===== src/rtl/bcd_serial_subtractor.sv =====
// bcd_serial_subtractor
//
// Digit-serial packed-BCD subtractor. Computes A - B - bin one decimal digit
// per clock, least significant digit first, and returns a sign-magnitude
// result. If the first pass ends with a borrow, the raw result is the tens
// complement, and a second pass (0 - r - br) converts it to the magnitude.
//
// state | meaning
// ------+--------------------------------------------------------------
// IDLE  | waiting for start; results from the last operation are held
// SUB   | one digit of a - b - br per clock
// NEG   | one digit of 0 - r - br per clock (tens complement -> magnitude)
// DONE  | publish diff/neg/err and pulse done
//
// Ports
//   clk_i    rising-edge clock
//   rst_i    synchronous active-high reset
//   start_i  operation request, accepted only in IDLE
//   a_i      minuend, packed BCD (digit i = a_i[4i+3:4i])
//   b_i      subtrahend, packed BCD
//   bin_i    borrow-in, subtracted at digit 0
//   busy_o   high while SUB or NEG runs
//   done_o   one-cycle pulse, result valid
//   diff_o   result magnitude, packed BCD
//   neg_o    result is negative
//   err_o    an operand digit was > 9
module bcd_serial_subtractor #(
    parameter int DIGITS = 4
) (
    input  logic                  clk_i,
    input  logic                  rst_i,
    input  logic                  start_i,
    input  logic [4*DIGITS-1:0]   a_i,
    input  logic [4*DIGITS-1:0]   b_i,
    input  logic                  bin_i,
    output logic                  busy_o,
    output logic                  done_o,
    output logic [4*DIGITS-1:0]   diff_o,
    output logic                  neg_o,
    output logic                  err_o
);

    localparam int IW = (DIGITS > 1) ? $clog2(DIGITS) : 1;
    localparam logic [IW-1:0] LAST_IDX = IW'(DIGITS - 1);

    typedef enum logic [1:0] {ST_IDLE, ST_SUB, ST_NEG, ST_DONE} state_t;

    state_t                state_q;
    logic [4*DIGITS-1:0]   a_q;
    logic [4*DIGITS-1:0]   b_q;
    logic [4*DIGITS-1:0]   res_q;
    logic [IW-1:0]         idx_q;
    logic                  br_q;
    logic                  neg_pend_q;
    logic                  err_pend_q;
    logic                  busy_q;
    logic                  done_q;
    logic [4*DIGITS-1:0]   diff_q;
    logic                  neg_q;
    logic                  err_q;

    int                    pos;
    logic [3:0]            m_dig;
    logic [3:0]            s_dig;
    logic signed [4:0]     t_x;
    logic                  borrow_d;
    logic [3:0]            digit_d;

    function automatic logic has_bad(input logic [4*DIGITS-1:0] v);
        logic bad;
        bad = 1'b0;
        for (int i = 0; i < DIGITS; i++) begin
            if (v[4*i +: 4] > 4'd9) bad = 1'b1;
        end
        return bad;
    endfunction

    // Shared digit datapath: SUB uses a_i - b_i, NEG uses 0 - r_i.
    // t ranges -10..9, so the 4-bit wrap of t+10 is the corrected digit.
    always_comb begin
        pos   = 4 * int'(idx_q);
        m_dig = 4'd0;
        s_dig = 4'd0;
        if (state_q == ST_NEG) begin
            s_dig = res_q[pos +: 4];
        end else begin
            m_dig = a_q[pos +: 4];
            s_dig = b_q[pos +: 4];
        end
        t_x      = $signed({1'b0, m_dig}) - $signed({1'b0, s_dig}) - $signed({4'b0, br_q});
        borrow_d = t_x[4];
        digit_d  = borrow_d ? (t_x[3:0] + 4'd10) : t_x[3:0];
    end

    always_ff @(posedge clk_i) begin
        if (rst_i) begin
            state_q    <= ST_IDLE;
            a_q        <= '0;
            b_q        <= '0;
            res_q      <= '0;
            idx_q      <= '0;
            br_q       <= 1'b0;
            neg_pend_q <= 1'b0;
            err_pend_q <= 1'b0;
            busy_q     <= 1'b0;
            done_q     <= 1'b0;
            diff_q     <= '0;
            neg_q      <= 1'b0;
            err_q      <= 1'b0;
        end else begin
            case (state_q)
                ST_IDLE: begin
                    done_q <= 1'b0;
                    if (start_i) begin
                        a_q        <= a_i;
                        b_q        <= b_i;
                        br_q       <= bin_i;
                        idx_q      <= '0;
                        res_q      <= '0;
                        neg_pend_q <= 1'b0;
                        diff_q     <= '0;
                        neg_q      <= 1'b0;
                        err_q      <= 1'b0;
                        if (has_bad(a_i) || has_bad(b_i)) begin
                            err_pend_q <= 1'b1;
                            state_q    <= ST_DONE;
                        end else begin
                            err_pend_q <= 1'b0;
                            busy_q     <= 1'b1;
                            state_q    <= ST_SUB;
                        end
                    end
                end
                ST_SUB: begin
                    res_q[pos +: 4] <= digit_d;
                    br_q            <= borrow_d;
                    if (idx_q == LAST_IDX) begin
                        idx_q <= '0;
                        if (borrow_d) begin
                            br_q       <= 1'b0;
                            neg_pend_q <= 1'b1;
                            state_q    <= ST_NEG;
                        end else begin
                            busy_q  <= 1'b0;
                            state_q <= ST_DONE;
                        end
                    end else begin
                        idx_q <= idx_q + IW'(1);
                    end
                end
                ST_NEG: begin
                    res_q[pos +: 4] <= digit_d;
                    br_q            <= borrow_d;
                    if (idx_q == LAST_IDX) begin
                        idx_q   <= '0;
                        busy_q  <= 1'b0;
                        state_q <= ST_DONE;
                    end else begin
                        idx_q <= idx_q + IW'(1);
                    end
                end
                ST_DONE: begin
                    done_q  <= 1'b1;
                    diff_q  <= res_q;
                    neg_q   <= neg_pend_q;
                    err_q   <= err_pend_q;
                    state_q <= ST_IDLE;
                end
                default: state_q <= ST_IDLE;
            endcase
        end
    end

    assign busy_o = busy_q;
    assign done_o = done_q;
    assign diff_o = diff_q;
    assign neg_o  = neg_q;
    assign err_o  = err_q;

endmodule

===== config.mk =====
export PLATFORM = sky130hd
export DESIGN_NAME = bcd_serial_subtractor
export DESIGN_NICKNAME = d
export VERILOG_FILES = /design/src/rtl/bcd_serial_subtractor.sv
export SDC_FILE = /design/constraint.sdc
export NUM_CORES = 1
export LEC_CHECK = 0
export ABC_AREA = 1
export CELL_PAD_IN_SITES_DETAIL_PLACEMENT = 1
export CELL_PAD_IN_SITES_GLOBAL_PLACEMENT = 1
export CORE_MARGIN = 2
export CORE_UTILIZATION = 49
export DETAILED_ROUTE_END_ITERATION = 10
export DONT_BUFFER_PORTS = 1
export PLACE_DENSITY = 0.86
export RECOVER_POWER = 50
export SETUP_SLACK_MARGIN = 0.05
export SYNTH_ARGS = -nofsm -noshare
export SYNTH_HDL_FRONTEND = slang
export SYNTH_SLANG_ARGS = --single-unit

===== constraint.sdc =====
create_clock -name clk_i -period 8.2 [get_ports clk_i]
set_clock_uncertainty 0.2 [all_clocks]
set_input_delay 1.64 -clock clk_i [delete_from_list [all_inputs] [get_ports clk_i]]
set_output_delay 1.64 -clock clk_i [all_outputs]
set_load 0.02 [all_outputs]

== Yosys cells after proc, flatten, opt, wreduce, memory -nomap -nowiden ==
Index checks and enable logic that the tools add are counted.

* Bits in registers: 75
* Output and inout port bits: 20
* Logic and storage cells: 102

* Add/subtract/negate cells: 5
* Magnitude comparators: 8
* Eq/ne operators: 10
* Shift-type cells: 5
* Mux-type cells: 47
* Reduce and logical (&&, ||, !) cells: 14

{| class="wikitable"
|+ Operators with widths
! kind !! number
|-
| one-hot mux 16 bit (2 select lines) || 2
|-
| variable part select 16 x 5 -> 4 bit || 3
|-
| negator 4 -> 33 bit || 1
|-
| variable shift 4 x 33 -> 16 bit, first input constant || 1
|-
| variable part select 4 x 33 -> 16 bit || 1
|-
| greater-than comparator 4 bit, second input constant || 8
|-
| 2-to-1 mux 1 bit || 26
|-
| bitwise mux 16 bit || 1
|-
| 2-to-1 mux 16 bit || 1
|-
| 2-to-1 mux 2 bit || 6
|-
| 2-to-1 mux 4 bit || 3
|-
| != test 2 bit, second input constant || 5
|-
| one-hot mux 1 bit (2 select lines) || 4
|-
| one-hot mux 2 bit (4 select lines) || 1
|-
| AND reduction 2 bit || 4
|-
| == test 2 bit, second input constant || 3
|-
| one-hot mux 1 bit (3 select lines) || 2
|-
| AND reduction 6 bit || 1
|-
| nonzero test 2 bit || 3
|-
| subtractor 4 x 4 -> 5 bit || 1
|-
| subtractor 5 x 2 -> 5 bit || 1
|-
| adder 4 bit, second input constant || 1
|-
| one-hot mux 2 bit (2 select lines) || 1
|-
| AND reduction 4 bit || 1
|-
| other kinds (8) || 8
|}

== Logic depth before layout (Yosys ltp) ==
Gate-level depths: netlist of the first run.

* Word-level depth: 12
* Depth in mapped cells: 23
* Mapped depth without buffers: 22

== Worst setup path after synthesis of the first run ==
OpenSTA, ideal clock, no wires.

* Kind: register -> register
* Start: reg state_q[0]
* End: reg res_q[6]
* Setup time: 0.070 ns
* Data arrival time: 3.040 ns
* Required time: 7.930 ns
* Setup slack: 4.890 ns
* Stages on the path, launching flop included: 24
* Clock period less this slack: 3.310 ns
* Cells stage by stage: dfxtp_1 inv_1 ha_1 inv_2 clkbuf_1 nand2_1 a32o_1 o22ai_1 fa_1 inv_1 fa_1 inv_1 nand2_1 nand2_1 nand2_1 nand2_1 nand2_2 inv_2 nand2_1 nand2_1 nand2_1 nor2_1 nand2_1 a21oi_1

* Word-level cells in the longest chain between the ends: 9

{| class="wikitable"
|+ RTL lines
! what !! line !! source
|-
| from (decl) || 48 || <nowiki>state_t state_q;</nowiki>
|-
| from (signal assigned) || 97 || <nowiki>state_q <= ST_IDLE;</nowiki>
|-
| from (signal assigned) || 126 || <nowiki>state_q <= ST_DONE;</nowiki>
|-
| from (signal assigned) || 130 || <nowiki>state_q <= ST_SUB;</nowiki>
|-
| == test 2 bit || 84, 111 ||
|-
| 2-to-1 mux 4 bit || 84 || <nowiki>if (state_q == ST_NEG) begin</nowiki>
|-
| subtractor 4 x 4 -> 5 bit || 90 || <nowiki>t_x = $signed({1'b0, m_dig}) - $signed({1'b0, s_dig}) - $signed({4'b0, br_q});</nowiki>
|-
| subtractor 5 x 2 -> 5 bit || 90 ||
|-
| adder 4 bit || 92 || <nowiki>digit_d = borrow_d ? (t_x[3:0] + 4'd10) : t_x[3:0];</nowiki>
|-
| 2-to-1 mux 4 bit || 92 ||
|-
| variable part select 4 x 33 -> 16 bit || 135, 152 ||
|-
| bitwise mux 16 bit || 135, 152 ||
|-
| one-hot mux 16 bit (2 select lines) || 111 || <nowiki>case (state_q)</nowiki>
|-
| to (signal, indexed assignment) || 135 || <nowiki>res_q[pos +: 4] <= digit_d;</nowiki>
|-
| to (signal, indexed assignment) || 152 || <nowiki>res_q[pos +: 4] <= digit_d;</nowiki>
|-
| to (decl) || 51 || <nowiki>logic [4*DIGITS-1:0] res_q;</nowiki>
|}

Parallel ways exist; a longest one is shown, timed or not.
A chain may end at the register's enable or synchronous reset.

== Worst setup path after layout of the first run ==
* Start: reg state_q[0]
* End: reg res_q[7]

The elaborated chain is that of the path after synthesis.

==> out/metrics.csv, run 1 <==
stage,metric,value,unit
run_status,status,finished clean,
synth,synthesis.area,3670,sq um
routing,drt_wl_total,10300,um
timing,slew_headroom,31.8,%
final_layout,final_core_util,53.4,%
timing,max_freq,0.253,GHz
global_routing,grt_use_total,26.4,%
die,coreArea,7250,sq um
routing,route.met2.wl,4890,um
final_layout,antennaDiodeCount,0,
die,die_w,90.5,um
timing,hold_ws,269,ps
global_routing,globalRouteOverflowTotal,0,
routing,via_per_inst,5.66,
routing,final_antenna_net_count,0,
timing,setup_violations,0,
timing,setup_tns,0,ps
synth,synth-warning-count,0,
final_layout,fin_nets,546,
clock_tree,cts_resized,0,
critical_path,cp-endpoint,res_q[7]$_SDFFE_PP0P_,
synth,synth-seq-cells,75,
global_routing,grt_pass1_vias,3603,
clock_tree,cts-buffers-inserted,9,
die,io_pins,56,
timing,finalWorstSetupSlack,4250,ps
clock_tree,post-cts-setup-buffers,0,
final_layout,area_delta_synth_final,5.59,%
hold_path,min_path_type,reg2reg,
place,place_ws,4300,ps
place,io_buffer_count,0,
synth,synth.area.top_cells,"dfxtp_1 (41%), o21ai_0 (8.2%), nand2_1 (8.0%), nor2_1 (8.0%), a21oi_1 (7.1%)",
critical_path,endpoint_kind,register,
routing,wl_met3,351,um
global_routing,grt_pass1_wl,17300,um
synth,yosysUniqueCellTypes,32,
routing,top_layer,met4,
synth,synth_nets,562,
clock_tree,cts-htree-levels,3,
synth,async_reset_ff_share,0,%
run,max-cap-violations,0,
place,gp_congestion,0.887,
clock_tree,clkSinkCount,75,
clock_tree,cts_max_path_buffers,2,
critical_path,critPathRequiredTime,8300,ps
routing,drtIter0Drc,165,
power_and_ir_drop,power_density,430,nW/um^2
critical_path,timing.rr.start,state_q[0]$_SDFFE_PP0P_,
hold_path,hold_start,a_q[9]$_SDFFE_PP0P_,
die,die_area,8200,sq um
timing,fin_crit,3950,ps
routing,routedWlPerCell,17.2,um
synth,synth_common_cells,"nand2_1 (78), nor2_1 (78), dfxtp_1 (75)",
timing,worst-slew-pin-transition,1020,ps
routing,vias,3392,
critical_path,reg2reg_depth,17,
critical_path,r2r_setup_slack,4250,ps
clock_tree,clk_pin_slew_worst_paths,90,ps
die,chipHeight,90.5,um
critical_path,startpoint_type,register,
timing,fin_crit_sh,48.2,%
routing,drt_pre_antenna_iters,4,
clock_tree,cts_tree,built,
synth,yosys.area.top_type,dfxtp_1,
clock_tree,clockRootBuffer,clkbuf_8,
clock_tree,clock_latency,370,ps
global_routing,grt_max_degree,56,
clock_tree,postCtsHoldBufs,0,
synth,ys_seq_area_share,40.9,%
critical_path,worstReg2RegEnd,res_q[7]$_SDFFE_PP0P_,
die,initial_core_util,50.6,%
routing,drc,0,
critical_path,arrival,4050,ps
timing,hold_viol_final,0,
synth,synth_edf_count,0,
global_routing,antenna_found_initial,0,
synth,syn_avg_cell_area,7.18,sq um
synth,netlist_instances,511,
critical_path,cp_max_fo,23,
timing,drv_slew,0,
synth,synth_top_area_share,40.9,%
routing,wl_met1,4760,um
place,hpwlAfterDp,7460,um
power_and_ir_drop,leakage,1.49,nW
power_and_ir_drop,ir_drop,0.173,mV
timing,grt_setup_unrepaired,false,
synth,ys.flop_type,dfxtp_1,
critical_path,cp-startpoint,state_q[0]$_SDFFE_PP0P_,
die,rows,31,
critical_path,critPathKind,reg2reg,
final_layout,drive_gt1_share,6.40,%
## registers in the layout (all words and copies together), names as in the netlist
| signal | flops |
|---|---|
| a_q | 16 |
| idx_q | 2 |
| br_q | 1 |
| neg_o | 1 |
| err_pend_q | 1 |
| busy_o | 1 |
| res_q | 16 |
| diff_o | 16 |
| b_q | 16 |
| done_o | 1 |
| neg_pend_q | 1 |
| err_o | 1 |
| state_q | 2 |
## cells in the final DEF (no fill, tap or decap), types with 6 or more instances in the layout
master    netlist  final
nor2_1         78     79
nand2_1        78     78
dfxtp_1        75     75
o21ai_0        60     60
a21oi_1        52     52
nand3_1        50     50
inv_1          32     32
ha_1           13     13
clkbuf_8        0      9
inv_2           6      6
o22ai_1         6      6
## worst min-delay path by stage
stage	to	cells past startpoint	slack [ps]
global placement	a_q[9]$_SDFFE_PP0P_	2	240
finish	a_q[9]$_SDFFE_PP0P_	2	270
floorplan	a_q[13]$_SDFFE_PP0P_	2	230
CTS	a_q[9]$_SDFFE_PP0P_	2	270
global route	diff_o[14]$_SDFFE_PP0P_	2	290
detailed placement	a_q[9]$_SDFFE_PP0P_	2	250
## cells by family (layout without fill, tap and decap cells)
kind of cell / count (synthesis) / in the layout / share of synthesized area (%)
simple gates: 221 / 221 / 26.6
compound gates: 132 / 132 / 19.4
flops: 75 / 75 / 40.9
buf+inv: 67 / 56 / 7.19
fa+ha+maj: 15 / 15 / 5.52
xor+xnor: 1 / 1 / 0.443
## metal layers
metal  vias to the layer above  GRT usage (%)
met5                         -              0
met4                         0           11.4
met3                        24           4.92
met2                        75           45.1
met1                      1615           32.4
li1                       1678              -
## layout make-up
type                    instances  area [sq um]
clock inverters                 7          82.6
flip-flops and latches         75          1500
fillers                       961          3380
multi-input cells             369          1890
clock buffers                   9           124
inverters                      39           148
repair buffers                  1          7.51
well taps                      99           124
## worst max-delay path, cell delays in order (launching register included)
cell     delay (ps)
dfxtp_1         360
inv_1            90
ha_1            680
inv_2           290
nand2_1         160
a32o_1          130
o22ai_1          80
fa_1            420
inv_1           100
fa_1            480
ha_1            210
inv_1            70
nand4_1         120
nand2_1         100
nand2_1          60
nand2_2          90
nand4_1          80
a21oi_1         150
## metrics by stage
step                      total power [mW]  instances  area (sq um)
final                                 1.67        599          3870
after global routing                  1.82        599          3870
after CTS                             1.68        599          3890
after detailed placement              1.37        583          3690
after global placement                1.32        583          3690
after floorplan                       1.16        511          3670
## report_power, final
part,switching (mW),internal [mW]
registers,0.0632,0.433
logic,0.581,0.285
clock network,0.157,0.146
total,0.801,0.864
No activity file was read; power rests on OpenSTA's default activity.
==> run 2: changes to the inputs <==
- CORE_UTILIZATION: 49 -> 41
- PLACE_DENSITY: 0.86 -> 0.77
- clock period: 8.2 -> 3.4 ns (I/O delays scaled with it)
==> run 2 against run 1 <==
Net effect: clock power grew 140%; combinational power grew to 3.0 times the previous value; final area grew 6.5%; critical path depth is the same; utilization decreased by 6.1 points; routed wire length rose by 5.2%; die area is 19% higher; clock-buffer cell count unchanged; total power rose to 2.7 times the previous value; register-to-register slack lost 4100 ps; flip-flop and latch count is the same; sequential power increased by 140%; critical path type unchanged; largest power group unchanged.
==> out/metrics.csv, run 2 (same netlist as run 1, synthesis figures left out) <==
stage,metric,value,unit,change
final_layout,final_core_util,47.3,%,-6.1 points
power_and_ir_drop,sw_frac_of_total,47.7,%,-0.38 points
critical_path,endpoint_kind,register,,
critical_path,worstReg2RegEnd,res_q[6]$_SDFFE_PP0P_,,
critical_path,crit_slowest_cell,fa_2,,
clock_tree,clock_latency,370,ps,about the same
power_and_ir_drop,seqPwrFrac,26.1,%,-3.7 points
final_layout,fin_nets,564,,+3.3%
die,io_pins,56,,unchanged
power_and_ir_drop,leakage,1.59,nW,+7.3%
routing,drt_pre_antenna_iters,4,,unchanged
critical_path,max_stage_delay,450,ps,-230 ps
critical_path,crit_buf_inv,3,,-1
global_routing,grt_pass1_vias,3417,,-5.2%
global_routing,grt_use_met3,4.18,%,-0.74 points
routing,via_per_inst,5.61,,-0.90%
critical_path,crit_top_cell,nand2_1,,
routing,drc,0,,unchanged
timing,fin_crit,3210,ps,-737 ps
final_layout,final_cell_mix,"nor2_1 (77), nand2_1 (74), dfxtp_1 (73), o21ai_0 (58)",,
timing,hold_viol_final,0,,unchanged
timing,drv_slew,0,,unchanged
timing,fin_crit_sh,94.5,%,+46 points
die,coreArea,8720,sq um,+20%
die,die_w,98.6,um,+8.9%
final_layout,area_delta_synth_final,12.4,%,
critical_path,timing.rr.start,state_q[0]$_SDFFE_PP0P_,,
timing,setup_violations,0,,unchanged
clock_tree,clockRootBuffer,clkbuf_8,,
timing,worst-slew-pin-transition,1040,ps,+16.5 ps
critical_path,path_cells,"inv_2, ha_4, buf_12, nor2_1, a21oi_1, o21ai_1, o22ai_2, fa_2, inv_2, fa_2, ha_2, nand2_1, nand2_1, nand2_1, nor2_2, nand2_1, a21oi_2",,
timing,max_freq,0.311,GHz,+23%
critical_path,reg2reg_depth,17,,unchanged
power_and_ir_drop,cell_internal_pwr,2.35,mW,+170%
run,max-cap-violations,0,,unchanged
routing,routedWlPerCell,17.3,um,+0.70%
critical_path,startpoint_type,register,,
timing,slew_headroom,30.7,%,-1.1 points
clock_tree,postCtsHoldBufs,0,,unchanged
final_layout,fill_cells,1111,,+16%
clock_tree,clk_pin_slew_worst_paths,90,ps,about the same
critical_path,cp_top_family,adder cells,,
place,gp_congestion,0.916,,+3.2%
power_and_ir_drop,comb_power_share,57.7,%,+5.7 points
power_and_ir_drop,clkPwrFrac,16.2,%,-2.0 points
hold_path,min_path_type,in2reg,,
routing,drtIter0Drc,149,,-9.7%
hold_path,whs_path_depth,1,,-1
critical_path,worst-path-stages,17,,unchanged
routing,vias,3513,,+3.6%
critical_path,cp_max_fo,8,,-65%
die,chipHeight,98.6,um,+8.9%
die,initial_core_util,42.1,%,-8.5 points
final_layout,drive_gt1_share,13.7,%,+7.3 points
clock_tree,cts_tree,built,,
die,rows,34,,+9.7%
die,die_area,9720,sq um,+19%
routing,drt_wl_total,10800,um,+5.2%
timing,setup_tns,0,ps,unchanged
global_routing,grt_pass1_wl,17100,um,-1.0%
clock_tree,cts_max_path_buffers,2,,unchanged
final_layout,antennaDiodeCount,0,,unchanged
run_status,status,finished clean,,
critical_path,cp-startpoint,state_q[0]$_SDFFE_PP0P_,,
global_routing,grt_use_total,22.3,%,-4.1 points
place,io_buffer_count,0,,unchanged
global_routing,use_met1,27.9,%,-4.5 points
global_routing,grt_max_degree,56,,unchanged
power_and_ir_drop,ir_drop,0.371,mV,+110%
routing,final_antenna_net_count,0,,unchanged
critical_path,r2r_setup_slack,190,ps,-4060 ps
clock_tree,cts-htree-levels,3,,unchanged
critical_path,critPathRequiredTime,3510,ps,-4790 ps
critical_path,arrival,3320,ps,-730 ps
power_and_ir_drop,power_density,1090,nW/um^2,+150%
clock_tree,cts-buffers-inserted,9,,unchanged
place,hpwlAfterDp,7640,um,+2.4%
place,placedCellCount,603,,+3.4%
global_routing,grt_use_met2,36.9,%,-8.1 points
final_layout,stdcell_count,626,,+4.5%
power_and_ir_drop,power_switching,2.15,mW,+170%
clock_tree,clkSinkCount,75,,unchanged
global_routing,busiest_layer,met2,,
critical_path,critPathKind,reg2reg,,
final_layout,final_common_cell,nor2_1,,
global_routing,antenna_found_initial,0,,unchanged
critical_path,cp-endpoint,res_q[6]$_SDFFE_PP0P_,,
global_routing,globalRouteOverflowTotal,0,,unchanged
## run 2: layout make-up
type / instances / area, sq um / share of cell area [%]
Tap cell: 108 / 135 / 3.27
Inverter: 39 / 149 / 3.61
Clock buffer: 9 / 124 / 3.00
Sequential cell: 75 / 1500 / 36.4
Timing Repair Buffer: 19 / 166 / 4.03
Multi-Input combinational cell: 369 / 1970 / 47.6
Clock inverter: 7 / 82.6 / 2.00
## run 2: worst min-delay path by stage
stage	from	endpoint	slack (ps)
after floorplan	a_q[13]$_SDFFE_PP0P_	a_q[13]$_SDFFE_PP0P_	230
after global placement	a_q[5]$_SDFFE_PP0P_	a_q[5]$_SDFFE_PP0P_	240
after detailed placement	a_q[13]$_SDFFE_PP0P_	a_q[13]$_SDFFE_PP0P_	250
after CTS	rst_i	diff_o[14]$_SDFFE_PP0P_	160
after global routing	rst_i	res_q[6]$_SDFFE_PP0P_	160
final	rst_i	res_q[6]$_SDFFE_PP0P_	170
## run 2: routing by layer
layer,up-vias,wire (um)
met1,1676,4860
met3,26,539
met4,0,312
li1,1720,-
met2,91,5120
met5,-,0
## run 2: through the flow
| step | power (mW) | hold WS, ps | cell area, sq um | worst slack [ps] |
|---|---|---|---|---|
| after global placement | 3.24 | 245 | 3790 | 113 |
| final | 4.50 | 167 | 4130 | 188 |
| after detailed placement | 3.37 | 253 | 3790 | -51.3 |
| after floorplan | 2.80 | 229 | 3670 | 89.5 |
| after global routing | 4.83 | 156 | 4130 | -0.811 |
| after CTS | 4.26 | 165 | 4030 | 54.6 |
## run 2: repair_timing
item,in CTS,in global routing
endpoints found under the setup margin,9,16
hold endpoints to repair,0,0
cloned,0,1
pin swaps,2,8
buffers inserted,2,4
gates resized for setup,2,23
## run 2: worst reg2reg max path, delay by kind of cell (launching register included)
| kind | cells | cell delay, ps |
|---|---|---|
| simple gates | 6 | 580 |
| compound gates | 4 | 440 |
| flops | 1 | 340 |
| buf+inv | 3 | 270 |
| fa+ha+maj | 4 | 1330 |
## run 2: power by group through the flow
stage          registers, mW  clock network, mW  logic (mW)
2_1_floorplan           1.15                  0        1.65
3_3_place_gp            1.19                  0        2.06
3_5_place_dp            1.19                  0        2.18
4_1_cts                 1.17              0.732        2.35
5_1_grt                 1.20              0.765        2.87
6_report                1.18              0.727        2.60
